===== config.mk =====
export PLATFORM = sky130hd
export DESIGN_NAME = pipe_skid_reg_flat
export DESIGN_NICKNAME = d
export VERILOG_FILES = /design/src/rtl/pipe_skid_reg_pkg.sv /design/src/rtl/pipe_skid_reg_if.sv /design/src/rtl/pipe_skid_reg_entry.sv /design/src/rtl/pipe_skid_reg.sv /design/src/flat_wrapper.sv
export SDC_FILE = /design/constraint.sdc
export NUM_CORES = 1
export LEC_CHECK = 0
export BUFFER_PORTS_ARGS = -buffer_cell sky130_fd_sc_hd__buf_2
export CAP_MARGIN = 40
export CORE_MARGIN = 10
export CORE_UTILIZATION = 33
export CTS_BUF_LIST = sky130_fd_sc_hd__clkbuf_4 sky130_fd_sc_hd__clkbuf_8 sky130_fd_sc_hd__clkbuf_16
export CTS_CLUSTER_SIZE = 25
export DETAILED_ROUTE_END_ITERATION = 8
export GPL_TIMING_DRIVEN = 1
export PLACE_DENSITY_LB_ADDON = 0.15
export SLEW_MARGIN = 0
export SYNTH_ARGS = -nofsm -noshare
export SYNTH_HDL_FRONTEND = slang
export SYNTH_SLANG_ARGS = --single-unit

===== constraint.sdc =====
create_clock -name clk -period 1.99 [get_ports clk]
set_clock_uncertainty 0.05 [all_clocks]
set_input_delay 0.0995 -clock clk [delete_from_list [all_inputs] [get_ports clk]]
set_output_delay 0.0995 -clock clk [all_outputs]
set_load 0.05 [all_outputs]

===== src/rtl/pipe_skid_reg_pkg.sv =====
// Shared pipeline definitions: field widths, default NOP encoding and the packed IF/ID payload.
package pipe_pkg;

  localparam int INST_W = 32;
  localparam int ADDR_W = 32;

  localparam logic [INST_W-1:0] NOP_INST = 32'h0000_0000;

  typedef struct packed {
    logic [INST_W-1:0] inst;
    logic [ADDR_W-1:0] cur_addr;
    logic [ADDR_W-1:0] next_addr;
  } if_id_t;

  localparam int IF_ID_W = $bits(if_id_t);

endpackage


===== src/rtl/pipe_skid_reg_if.sv =====
// Valid/ready handshake bundle between an upstream stage, the skid register and downstream.
interface pipe_skid_reg_if
  import pipe_pkg::*;
#(
  parameter int DATA_W = INST_W
) ();

  logic              flush;
  logic              in_valid;
  logic              in_ready;
  logic [DATA_W-1:0] in_data;
  logic              out_valid;
  logic              out_ready;
  logic [DATA_W-1:0] out_data;

  // Master drives the stage (upstream producer plus downstream stall/flush control)
  modport master (
    output flush, in_valid, in_data, out_ready,
    input  in_ready, out_valid, out_data
  );

  modport slave (
    input  flush, in_valid, in_data, out_ready,
    output in_ready, out_valid, out_data
  );

endinterface


===== src/rtl/pipe_skid_reg_entry.sv =====
// One pipeline entry: valid bit plus payload register; clear wins over load.
module pipe_entry
  import pipe_pkg::*;
#(
  parameter int              DATA_W  = INST_W,
  parameter logic [DATA_W-1:0] NOP_VAL = DATA_W'(NOP_INST)
) (
  input  logic              clk,
  input  logic              rst,
  input  logic              i_load,
  input  logic              i_clear,
  input  logic [DATA_W-1:0] i_data,
  output logic              o_valid,
  output logic [DATA_W-1:0] o_data
);

  logic              r_valid;
  logic [DATA_W-1:0] r_data;

  always_ff @(posedge clk) begin
    if (!rst || i_clear) begin
      r_valid <= 1'b0;
      r_data  <= NOP_VAL;
    end else if (i_load) begin
      r_valid <= 1'b1;
      r_data  <= i_data;
    end
  end

  assign o_valid = r_valid;
  assign o_data  = r_data;

endmodule


===== src/rtl/pipe_skid_reg.sv =====
// Pipeline register stage with optional skid entry; define PIPE_SKID_EN to add the skid
// entry and register in_ready, otherwise in_ready is combinational from out_ready.
module pipe_skid_reg
  import pipe_pkg::*;
#(
  parameter int                DATA_W  = INST_W,
  parameter logic [DATA_W-1:0] NOP_VAL = DATA_W'(NOP_INST)
) (
  input logic          clk,
  input logic          rst,
  pipe_skid_reg_if.slave bus
);

  logic              w_accept;
  logic              w_xfer;
  logic              w_main_load;
  logic              w_main_clear;
  logic              w_main_valid;
  logic [DATA_W-1:0] w_main_next;
  logic [DATA_W-1:0] w_main_data;

  assign w_accept = bus.in_valid & bus.in_ready;
  assign w_xfer   = w_main_valid & bus.out_ready;

`ifdef PIPE_SKID_EN
  logic              w_skid_load;
  logic              w_skid_clear;
  logic              w_skid_valid;
  logic [DATA_W-1:0] w_skid_data;

  // Skid drains into main first; in_ready is low while skid is full so no accept can collide
  always_comb begin
    w_main_load  = 1'b0;
    w_main_next  = bus.in_data;
    w_skid_load  = 1'b0;
    w_skid_clear = bus.flush;
    if (w_xfer && w_skid_valid) begin
      w_main_load  = 1'b1;
      w_main_next  = w_skid_data;
      w_skid_clear = 1'b1;
    end else if (w_accept) begin
      if (!w_main_valid || w_xfer) begin
        w_main_load = 1'b1;
      end else begin
        w_skid_load = 1'b1;
      end
    end
    w_main_clear = bus.flush | (w_xfer & ~w_main_load);
  end

  pipe_entry #(.DATA_W(DATA_W), .NOP_VAL(NOP_VAL)) u_skid (
    .clk     (clk),
    .rst     (rst),
    .i_load  (w_skid_load),
    .i_clear (w_skid_clear),
    .i_data  (bus.in_data),
    .o_valid (w_skid_valid),
    .o_data  (w_skid_data)
  );

  assign bus.in_ready = ~w_skid_valid;
`else
  always_comb begin
    w_main_load  = w_accept;
    w_main_next  = bus.in_data;
    w_main_clear = bus.flush | (w_xfer & ~w_accept);
  end

  assign bus.in_ready = ~w_main_valid | bus.out_ready;
`endif

  pipe_entry #(.DATA_W(DATA_W), .NOP_VAL(NOP_VAL)) u_main (
    .clk     (clk),
    .rst     (rst),
    .i_load  (w_main_load),
    .i_clear (w_main_clear),
    .i_data  (w_main_next),
    .o_valid (w_main_valid),
    .o_data  (w_main_data)
  );

  assign bus.out_valid = w_main_valid;
  assign bus.out_data  = w_main_valid ? w_main_data : NOP_VAL;

endmodule


===== src/flat_wrapper.sv =====
// flat-port wrapper written by rule: the top's interface ports become plain ports
module pipe_skid_reg_flat import pipe_pkg::*;
#(
  parameter int                DATA_W  = INST_W,
  parameter logic [DATA_W-1:0] NOP_VAL = DATA_W'(NOP_INST)
)
  (clk, rst, bus_flush, bus_in_valid, bus_in_data, bus_out_ready, bus_in_ready, bus_out_valid, bus_out_data);
  pipe_skid_reg_if #(.DATA_W(DATA_W)) bus_i ();
  input logic clk;
  input logic rst;
  input wire logic [$bits(bus_i.flush)-1:0] bus_flush;
  input wire logic [$bits(bus_i.in_valid)-1:0] bus_in_valid;
  input wire logic [$bits(bus_i.in_data)-1:0] bus_in_data;
  input wire logic [$bits(bus_i.out_ready)-1:0] bus_out_ready;
  output wire logic [$bits(bus_i.in_ready)-1:0] bus_in_ready;
  output wire logic [$bits(bus_i.out_valid)-1:0] bus_out_valid;
  output wire logic [$bits(bus_i.out_data)-1:0] bus_out_data;
  assign bus_i.flush = bus_flush;
  assign bus_i.in_valid = bus_in_valid;
  assign bus_i.in_data = bus_in_data;
  assign bus_i.out_ready = bus_out_ready;
  assign bus_in_ready = bus_i.in_ready;
  assign bus_out_valid = bus_i.out_valid;
  assign bus_out_data = bus_i.out_data;
  pipe_skid_reg #(.DATA_W(DATA_W), .NOP_VAL(NOP_VAL)) u_core (.clk(clk), .rst(rst), .bus(bus_i));
endmodule

=== After elaboration in Yosys (flattened, before gate mapping) ===
Cells that the tools add are included.

* Output and inout port bits: 34
* Bits of input ports: 37
* Logic and storage cells: 12
* Flip-flop bits (word level): 33

* Reductions and logical operators: 2
* Muxes and demuxes: 1
* Bitwise operators: 7

{| class="wikitable"
|+ Operator list
! kind !! count
|-
| two-way mux 32 bit || 1
|-
| bitwise AND 1 bit || 3
|-
| inverter 1 bit || 2
|-
| bitwise OR 1 bit || 2
|-
| zero test 1 bit || 1
|-
| logical OR 1 bit || 1
|}

=== Longest topological paths before layout ===
Gate-level depths: netlist (run 1).

* Word-level depth: 7
* Mapped depth: 5
* Depth with buffers taken out: 4

=== Cells and area by module ===
A second synthesis (run 1) with hierarchy kept.

* Cell total of the unflattened synthesis: 147
* Area total of the unflattened synthesis: 1462.7 sq um

{| class="wikitable"
|+ Modules (own cells, without submodules)
! module !! area each (sq um) !! instances !! cells an instance !! sequential area each (sq um)
|-
| pipe_entry || 1223.7 || 1 || 108 || 660.6
|-
| pipe_skid_reg || 239.0 || 1 || 39 || 0.0
|}

=== Worst setup path after synthesis (run 1) ===
OpenSTA, ideal clock, no wires.

* Path type: flip-flop to output port
* Start point: register u_core.u_main.r_valid (netlist: u_core.u_main.o_valid)
* End point: output bus_out_data[0]
* Arrival time: 1396 ps
* Path slack: 445 ps
* Required time: 1840 ps
* Path buffers: 1
* Cell stages (with the launch flop): 3
* Cell sequence: dfxtp_1 -> clkbuf_1 -> and2_1

* Longest elaborated chain between the ends: 1

{| class="wikitable"
|+ Ends and longest elaborated chain
! item !! line !! text
|-
| from (decl) || pipe_skid_reg_entry.sv:17 || <nowiki>logic r_valid;</nowiki>
|-
| from (signal assigned) || pipe_skid_reg_entry.sv:22 || <nowiki>r_valid <= 1'b0;</nowiki>
|-
| from (signal assigned) || pipe_skid_reg_entry.sv:25 || <nowiki>r_valid <= 1'b1;</nowiki>
|-
| two-way mux 32 bit || pipe_skid_reg.sv:83 || <nowiki>assign bus.out_data = w_main_valid ? w_main_data : NOP_VAL;</nowiki>
|-
| to (decl) || flat_wrapper.sv:17 || <nowiki>output wire logic [$bits(bus_i.out_data)-1:0] bus_out_data;</nowiki>
|}

Every way passes these cells.

=== Worst setup path after layout (run 1) ===
* Start point: register u_core.u_main.r_valid (netlist: u_core.u_main.o_valid)
* End point: output bus_in_ready

* Longest elaborated chain between the ends: 2

{| class="wikitable"
|+ Ends and longest elaborated chain
! item !! line !! text
|-
| inverter 1 bit || pipe_skid_reg.sv:69 || <nowiki>assign bus.in_ready = ~w_main_valid | bus.out_ready;</nowiki>
|-
| bitwise OR 1 bit || pipe_skid_reg.sv:69 ||
|-
| to (decl) || flat_wrapper.sv:15 || <nowiki>output wire logic [$bits(bus_i.in_ready)-1:0] bus_in_ready;</nowiki>
|}

Every way passes these cells.

==> results.md, run 1 <==
- Status: finished, final reports clean
- # clock sinks: 33
- Die height: 94.10 microns
- CP endpoint kind: primary output
- # rows: 26
- Core Footprint: between 5000 and 6000 sq um
- Longest Clk Path Bufs: 2
- WS Path Type: flop to primary output
- Final #Nets: 309
- VDD IR max: 0.3235 mV
- Cell Area, Synth: 1812 sq um
- Slew @ Worst Pin: 0.5969 ns
- Element type at the critical path start: flop
- Leak Pwr: 1.040 nW
- Drt total wl: 5064 microns
- Initial core utilization: 0.3481
- FF-to-FF Start: u_core.u_main.o_valid
- R2R setup slack: 0.65 ns
- Synth Instances: 187
- Number of global-route vias before repair: 1,732
- First-pass GRT wire length: 8438 microns
- Dpl cell area: 2143 sq um
- Area share of the largest cell type after synthesis: 0.3646
- CTS tree: done
- Cells on worst reg2reg path: 4
- Synth unique cells: 21
- HP Class: primary input to flop
- Crit path max fanout: 34
- Final Hold Slack: 0.006777 ns
- Top post-synthesis cells by area: dfxtp_1 36%, nand3_2 15%, a21oi_2 15%
- Final Setup Violations: 0
- Later-pin clock latency in the skew report: 0.28 ns
- Hold Vio Cnt, Final: 0
- Synthesized flop and latch total: 33
- Fraction of layout cells with a size suffix above 1: 0.5495
- Clk slew on worst S/H paths: 0.07 ns
- N_diodes: 0
- Post-route cell area: 2455 sq um
- Pins Over Slew Limit: 0
- Sequential fraction of the synthesis area: 0.3646
- CP max-delay cell: buf_2
- Post-CTS Setup Bufs: 0
- DRC: 0
- Worst-path cell chain: and2b_4 -> inv_6 -> buf_2
- Initial antenna violation count: 0
- Area grow syn2layout: 35.50%
- Final worst-path cycle share: 0.8396
- Reg2reg end: u_core.u_main.o_data[22]
- Htree depth: 2
- Total power: about 0.0015 W
- Pwr dens: around 610 nW/um^2
- Post-route ant nets: 0
- Max Fclk: 598.5 MHz
- Full die area: 8854 sq um
- # IOs: 71
- PortBufs: 70
- CTS buffer count: 5
- Crit path from: u_core.u_main.o_valid
- First drt pass iteration count: 4
- Synthesis Warnings: 0
- Slew margin rel.: 0.6015
- Via density: 4.621
- Setup TNS: 0 ns
- Fill cells: around 540
- Root Buffer: clkbuf_8
- Total GRT Usage: 0.1184
- Critical Path Max Stage Delay: 0.34 ns
- Vias: 1,585
- Post-Synthesis Net Count: 224
- Pin count of the biggest net entering global routing: 35
- RSZ-0062 raised after global routing: no
- DR iter-0 viols: 73
- Final Util: 0.4716
- Post-CTS Hold Buffers: 21
- Max Cap Violations: 0
- Total grt overflow: 0
- Largest area contributor in the netlist: dfxtp_1
- Die width: 94.10 microns
- # resized after CTS: 0
- Hpwl dp: 3391 microns
- Routed length per instance: 14.76 microns
- Critical path destination: bus_in_ready
- Req. time, crit path: 1.84 ns
- Post-Syn Area per Cell: 9.688 sq um
- WP data arrival: ~1.5 ns
- Min Clock Period, post-route: around 1.7 ns
- RD Place Congestion: 0.7069
==> cell usage in the layout (no fill, tap or decap), drive strengths merged <==
master	count
buf	76
dfxtp	33
o21ai	33
and2	32
a21oi	32
nand3	32
dlygate4sd3	21
clkbuf	7
inv	2
and2b	1
nand2	1
nor2b	1
a21boi	1
clkinv	1
==> routing by layer <==
metal | track usage | share of wire
met2 | 0.1866 | 0.46
met1 | 0.1391 | 0.45
met3 | 0.04956 | 0.080
met4 | 0.04557 | 0.016
met5 | 0 | 0
==> cells in the mapped netlist <==
library cell and instances:
clkbuf_1 3, a21boi_2 1, nand3_2 28, inv_2 1, dfxtp_1 33, a21oi_2 30
a21oi_1 2, nor2b_1 1, buf_4 3, inv_6 1, and2_1 30, o21ai_2 2
o21ai_0 2, nand2_1 1, and2_2 2, buf_8 6, buf_2 4, clkbuf_2 3
o21ai_1 29, and2b_4 1, nand3_1 4
==> logic make-up (layout without fill, tap and decap cells) <==
group,Yosys count,count (layout),share of synthesized area
AO/OA/AOI/OAI,66,66,0.2521
flip-flops,33,33,0.3646
buffers and inverters,21,107,0.09461
AND/OR/NAND/NOR,67,67,0.2887
==> critical path, delay by kind of cell, from the launching register on <==
kind / cells / cell delay, ns
simple gates: 1 / 0.24
flops: 1 / 0.32
buf+inv: 2 / 0.65
==> registers in the layout (all words and copies together), names as in the netlist <==
register               count
u_core.u_main.o_valid      1
u_core.u_main.o_data      32
==> worst min-delay path by stage <==
stage,slack (ns),cells after the start,to,start
after floorplan,0.18,2,u_core.u_main.o_data[0],bus_in_data[0]
after global placement,0.30,3,u_core.u_main.o_data[26],bus_in_data[26]
after detailed placement,0.30,3,u_core.u_main.o_data[18],bus_in_data[18]
after CTS,0.001,3,u_core.u_main.o_data[2],bus_in_data[2]
after global routing,0.006,3,u_core.u_main.o_data[8],bus_in_data[8]
final,0.007,3,u_core.u_main.o_data[5],bus_in_data[5]
==> cell type report <==
type | count | area, sq um | share of cell area
tap | 70 | 87.58 | 0.03568
clock buffer | 7 | 96.34 | 0.03925
timing repair buffer | 97 | 605.6 | 0.2467
inverter | 2 | 12.51 | 0.005097
clock inverter | 1 | 5.005 | 0.002039
multi-input combinational | 133 | 987.2 | 0.4021
sequential | 33 | 660.6 | 0.2691
==> metrics by stage <==
stage,std cells,setup slack [ns]
after global routing,343,0.2404
after floorplan,187,0.4447
after global placement,314,0.6259
after detailed placement,314,0.6247
final,343,0.3191
after CTS,343,0.3064
==> power by group <==
group / switching, W / total (W) / internal [W]
Sequential: 0.00000942 / 0.000691 / 0.000682
Combinational: 0.000139 / 0.000239 / 0.000100
Clock: 0.000242 / 0.000555 / 0.000312
Total: 0.000390 / 0.00149 / 0.00109
Note: power is estimated with default switching activity, not from simulation.
==> run 2: changes to the inputs <==
==> constraint.sdc (replaced) <==
create_clock -name clk -period 1.4 [get_ports clk]
set_clock_uncertainty 0.05 [all_clocks]
set_input_delay 0.07 -clock clk [delete_from_list [all_inputs] [get_ports clk]]
set_output_delay 0.07 -clock clk [all_outputs]
set_load 0.05 [all_outputs]
==> run 2 against run 1 <==
- wire length grew 2.7%
- sequential power grew 42%
- critical path type unchanged
- clock-buffer cell count grew 1
- via count grew 5.2%
- first-iteration DRC count grew 21%
- sequential share of layout area shrank 2.6 points
- die area is the same
- power grew 42%
- critical path depth is the same
- worst setup slack lost 0.27 ns
- utilization grew 5.1 points
==> results.md, run 2 (synthesis gave the netlist of run 1 again) <==
- Element type at the critical path start: flop
- Pwr dens: 778.4 nW/um^2
- Crit path max fanout: 16
- Internal power: 0.001563 W
- Total GRT Usage: 0.1258
- Initial core utilization: 0.3481
- Die width: 94.10 microns
- Post-route ant nets: 0
- Final Hold Slack: 0.08380 ns
- RD Place Congestion: about 0.74
- First-pass GRT wire length: 9087 microns
- Slew margin rel.: 0.7984
- Post-Place Cells: 321
- Routed length per instance: 14.40 microns
- Later-pin clock latency in the skew report: 0.28 ns
- Clock network power share: 0.354
- Slew @ Worst Pin: roughly 0.3 ns
- Leak Pwr: 1.108 nW
- Flop pwr share: 0.465
- CTS tree: done
- Final Setup Violations: 0
- Root Buffer: clkbuf_8
- Core Footprint: 5205 sq um
- # rows: 26
- WS Path Type: flop to primary output
- Htree depth: 2
- Initial antenna violation count: 0
- RSZ-0062 raised after global routing: yes
- Drt total wl: roughly 5200 microns
- Most frequent cells in the layout: 37 x buf_2, 34 x clkbuf_4, 32 x dlygate4sd3_1, 32 x dfxtp_1
- Hold Vio Cnt, Final: 0
- # clock sinks: 33
- Hpwl dp: 3662 microns
- Final worst-path cycle share: 0.9652
- Total grt overflow: 0
- Post-CTS Setup Bufs: 0
- Longest Clk Path Bufs: 2
- # IOs: ~70
- Net Sw Frac: 0.2616
- Comb power frac: 0.182
- DR iter-0 viols: 88
- Status: finished, final reports clean
- CTS buffer count: 5
- Total power: 0.002116 W
- Fraction of layout cells with a size suffix above 1: 0.5430
- Via density: 4.618
- Max Cap Violations: 0
- WP data arrival: 1.23 ns
- Pins Over Slew Limit: 0
- Req. time, crit path: 1.28 ns
- Non-filler cells, final: around 360
- Fill cells: 490
- N_diodes: 0
- Number of global-route vias before repair: 1,861
- Clk slew on worst S/H paths: 0.07 ns
- DRC: 0
- Sw Pwr: 0.0005536 W
- Pin count of the biggest net entering global routing: 28
- Vias: roughly 1,700
- First drt pass iteration count: 6
- Final #Nets: 327
- CP endpoint kind: primary output
- VDD IR max: 0.4157 mV
- Commonest non-fill, non-tap cell in the layout: buf_2
- Max FFs per register: 32
- HP Class: primary input to flop
- Min Clock Period, post-route: between 1 and 1.5 ns
- PortBufs: 70
- Max Fclk: around 740 MHz
- Die height: ~94 microns
- Area grow syn2layout: 50.07%
- Full die area: 8854 sq um
==> run 2: per-stage QoR <==
step,TNS (ns),util,area [sq um],worst slack (ns)
after floorplan,0,-,1813,0.07959
after global placement,0,0.4269,2222,0.2087
after detailed placement,0,0.4269,2222,0.1948
after CTS,0,0.5065,2636,0.004890
after global routing,-0.1754,0.5224,2719,-0.02761
final,0,0.5224,2719,0.04870
==> run 2: timing repair <==
action,CTS,global route
gates cloned,0,0
hold buffers,32,0
hold endpoints to repair,32,0
gates resized for setup,1,34
setup endpoints to repair,1,33
==> run 2: layout make-up <==
cell class	instances	area [sq um]	share of cell area
multi-input combinational	133	987.2	0.3631
timing repair buffer	115	875.8	0.3221
sequential	33	661.9	0.2434
clock buffer	8	91.34	0.03359
tap	70	87.58	0.03221
inverter	2	15.01	0.005522
==> run 2: worst paths after layout <==
kind / depth (start not counted) / from / end / slack (ns)
setup / recovery: 3 / u_core.u_main.o_valid / bus_out_data[9] / 0.05
hold / removal: 3 / bus_flush / u_core.u_main.o_valid / 0.08
setup reg to reg: 4 / u_core.u_main.o_valid / u_core.u_main.o_data[2] / 0.19
hold reg to reg: 2 / u_core.u_main.o_data[23] / u_core.u_main.o_data[23] / 0.42
==> run 2: power groups by stage <==
stage | sequential [W] | combinational [W] | clock [W]
floorplan | 0.00100 | 0.000208 | 0
global placement | 0.00100 | 0.000316 | 0
detailed placement | 0.00100 | 0.000316 | 0
CTS | 0.000984 | 0.000385 | 0.000768
global route | 0.000987 | 0.000424 | 0.000818
finish | 0.000984 | 0.000384 | 0.000749
==> run 2: per-layer routing <==
metal | part of all wire | track usage | up-vias | routed length [microns]
met5 | 0 | 0 | - | 0
met4 | 0.010 | 0.04051 | 0 | 53
met3 | 0.067 | 0.04476 | 7 | 348
met2 | 0.49 | 0.2022 | 45 | 2524
met1 | 0.44 | 0.1523 | 768 | 2274
li1 | - | - | 847 | -
==> run 2: worst max-delay path: stages (launching register included) <==
cell,delay [ns]
dfxtp_2,0.35
buf_4,0.20
and2_1,0.16
clkbuf_4,0.24
==> run 3: changes to the inputs <==
==> constraint.sdc (replaced) <==
create_clock -name clk -period 1.4 [get_ports clk]
set_clock_uncertainty 0.05 [all_clocks]
set_input_delay 0.21 -clock clk [delete_from_list [all_inputs] [get_ports clk]]
set_output_delay 0.21 -clock clk [all_outputs]
set_load 0.05 [all_outputs]
==> run 3 against run 2 <==
- the flow now finishes with violations (negative setup slack)
- power is 1.4% higher
- maximum frequency is 5.2% lower
- flip-flop and latch count stayed put
- die area stayed put
- cell count is 7.2% lower
- largest power group unchanged
==> results.md, run 3 (synthesis gave the netlist of run 1 again) <==
- Internal power: 0.001568 W
- Full die area: 8854 sq um
- Min Clock Period, post-route: 1.425 ns
- Flop pwr share: 0.459
- VDD IR max: 0.4399 mV
- Comb power frac: 0.168
- Hold path cells: 3
- Post-route ant nets: 0
- Commonest non-fill, non-tap cell in the layout: buf_2
- Worst-path cell chain: buf_12 -> and2_2 -> buf_6
- RD Place Congestion: 0.7041
- Final Setup Violations: 9
- Leak Pwr: approximately 1.1 nW
- Element type at the critical path start: flop
- DR iter-0 viols: 50
- Cells on worst reg2reg path: 4
- Via density: 4.800
- Number of global-route vias before repair: 1,756
- Crit path max fanout: 12
- First-pass GRT wire length: 8707 microns
- Total grt overflow: 0
- # rows: 26
- # clock sinks: 33
- Longest Clk Path Bufs: 2
- Hpwl dp: approximately 3600 microns
- Slew margin rel.: 0.7680
- Area grow syn2layout: 51.66%
- Initial core utilization: 0.3481
- Setup TNS: -0.1161 ns
- Worst Path Buf+Inv: 2
- HP Class: primary input to flop
- # IOs: about 70
- DRC: 0
- Pins Over Slew Limit: 0
- WP depth: 3
- Die height: 94.10 microns
- Post-CTS Hold Buffers: 0
- Routed length per instance: 16.54 microns
- Clock network power share: 0.373
- Final #Nets: between 300 and 400
- CP max-delay cell: dfxtp_4
- Total GRT Usage: 0.1230
- PortBufs: 70
- Most frequent cells in the layout: 37 x buf_2, 32 x dfxtp_1, 30 x a21oi_2
- Critical Path Max Stage Delay: 0.38 ns
- Clk slew on worst S/H paths: 0.07 ns
- WS Path Type: flop to primary output
- Hold Vio Cnt, Final: 0
- Die width: 94.10 microns
- Crit path max-delay family: flip-flops
- Max Cap Violations: 0
- Net Sw Frac: 0.2696
- Req. time, crit path: 1.14 ns
- Max FFs per register: 32
- CP endpoint kind: primary output
- Failing checks: negative setup slack
- Initial antenna violation count: 0
- RSZ-0062 raised after global routing: yes
- Status: complete, but fails checks
- Drt total wl: 5540 microns
- CTS tree: done
- First drt pass iteration count: 4
- Final worst-path cycle share: 1.018
- Sw Pwr: 0.0005787 W
- Later-pin clock latency in the skew report: 0.29 ns
- PnR worst setup slack: -0.02517 ns
- Vias: 1,608
- Core Footprint: 5205 sq um
- Pwr dens: 781.2 nW/um^2
- Max Fclk: 701.7 MHz
- WP data arrival: 1.17 ns
- CTS buffer count: 5
- Pin count of the biggest net entering global routing: 24
- Htree depth: 2
- Slew @ Worst Pin: 0.3472 ns
- Total power: 0.002146 W
- N_diodes: 0
- Root Buffer: clkbuf_8
- Fraction of layout cells with a size suffix above 1: 0.7321
-- run 3: cell count changes in the layout (fill, tap and decap cells not counted), sizes merged --
cell,previous run,this run
clkinv,0,1
inv,2,3
clkbuf,39,8
dlygate4sd3,32,0
buf,52,87
-- run 3: what timing repair did --
action / CTS / global route
setup buffers: 1 / 3
gates cloned: 1 / 2
pin swaps: 0 / 4
endpoints found under the setup margin: 34 / 33
resized for setup: 72 / 29
-- run 3: worst paths after layout --
check	start	slack, ns	endpoint
setup reg to reg	u_core.u_main.o_valid	0.07	u_core.u_main.o_data[0]
hold reg to reg	u_core.u_main.o_data[21]	0.42	u_core.u_main.o_data[21]
setup / recovery	u_core.u_main.o_valid	-0.03	bus_out_data[30]
hold / removal	bus_in_data[1]	0.11	u_core.u_main.o_data[1]
-- run 3: cell type report --
class                   count  area, sq um
well taps                  70        87.58
repair buffers             88        824.5
inverters                   2        20.02
clock buffers               7        96.34
multi-input cells         133         1041
clock inverters             1        5.005
fillers                   485         2457
flip-flops and latches     33        664.4
repair inverters            1        8.758
-- run 3: power by group through the flow --
| stage | sequential [W] | clock, W | combinational [W] |
|---|---|---|---|
| after floorplan | 0.00100 | 0 | 0.000209 |
| after global placement | 0.00100 | 0 | 0.000323 |
| after detailed placement | 0.00100 | 0 | 0.000322 |
| after CTS | 0.000983 | 0.000816 | 0.000344 |
| after global routing | 0.000988 | 0.000864 | 0.000391 |
| final | 0.000985 | 0.000801 | 0.000361 |
-- run 3: through the flow --
step	setup WS, ns	cell area [sq um]	utilization	instances	hold WS [ns]
floorplan	0.06531	1851	-	187	0.2905
global placement	0.1090	2265	0.4351	320	0.4019
detailed placement	0.1094	2265	0.4351	320	0.4059
CTS	-0.01886	2613	0.5019	330	0.1020
global route	-0.05825	2748	0.5279	335	0.09932
finish	-0.02517	2748	0.5279	335	0.1076
-- run 3: routing by layer --
metal | vias to the layer above | GRT usage | part of all wire
li1 | 800 | - | -
met1 | 755 | 0.1469 | 0.44
met2 | 47 | 0.1959 | 0.48
met3 | 6 | 0.04716 | 0.075
met4 | 0 | 0.04304 | 0.0087
met5 | - | 0 | 0
-- run 3: worst reg2reg max path, stage by stage (launching register included) --
cell and delay [ns]:
dfxtp_4 0.41, and2b_4 0.24, buf_4 0.30, o21ai_1 0.12
a21oi_2 0.14
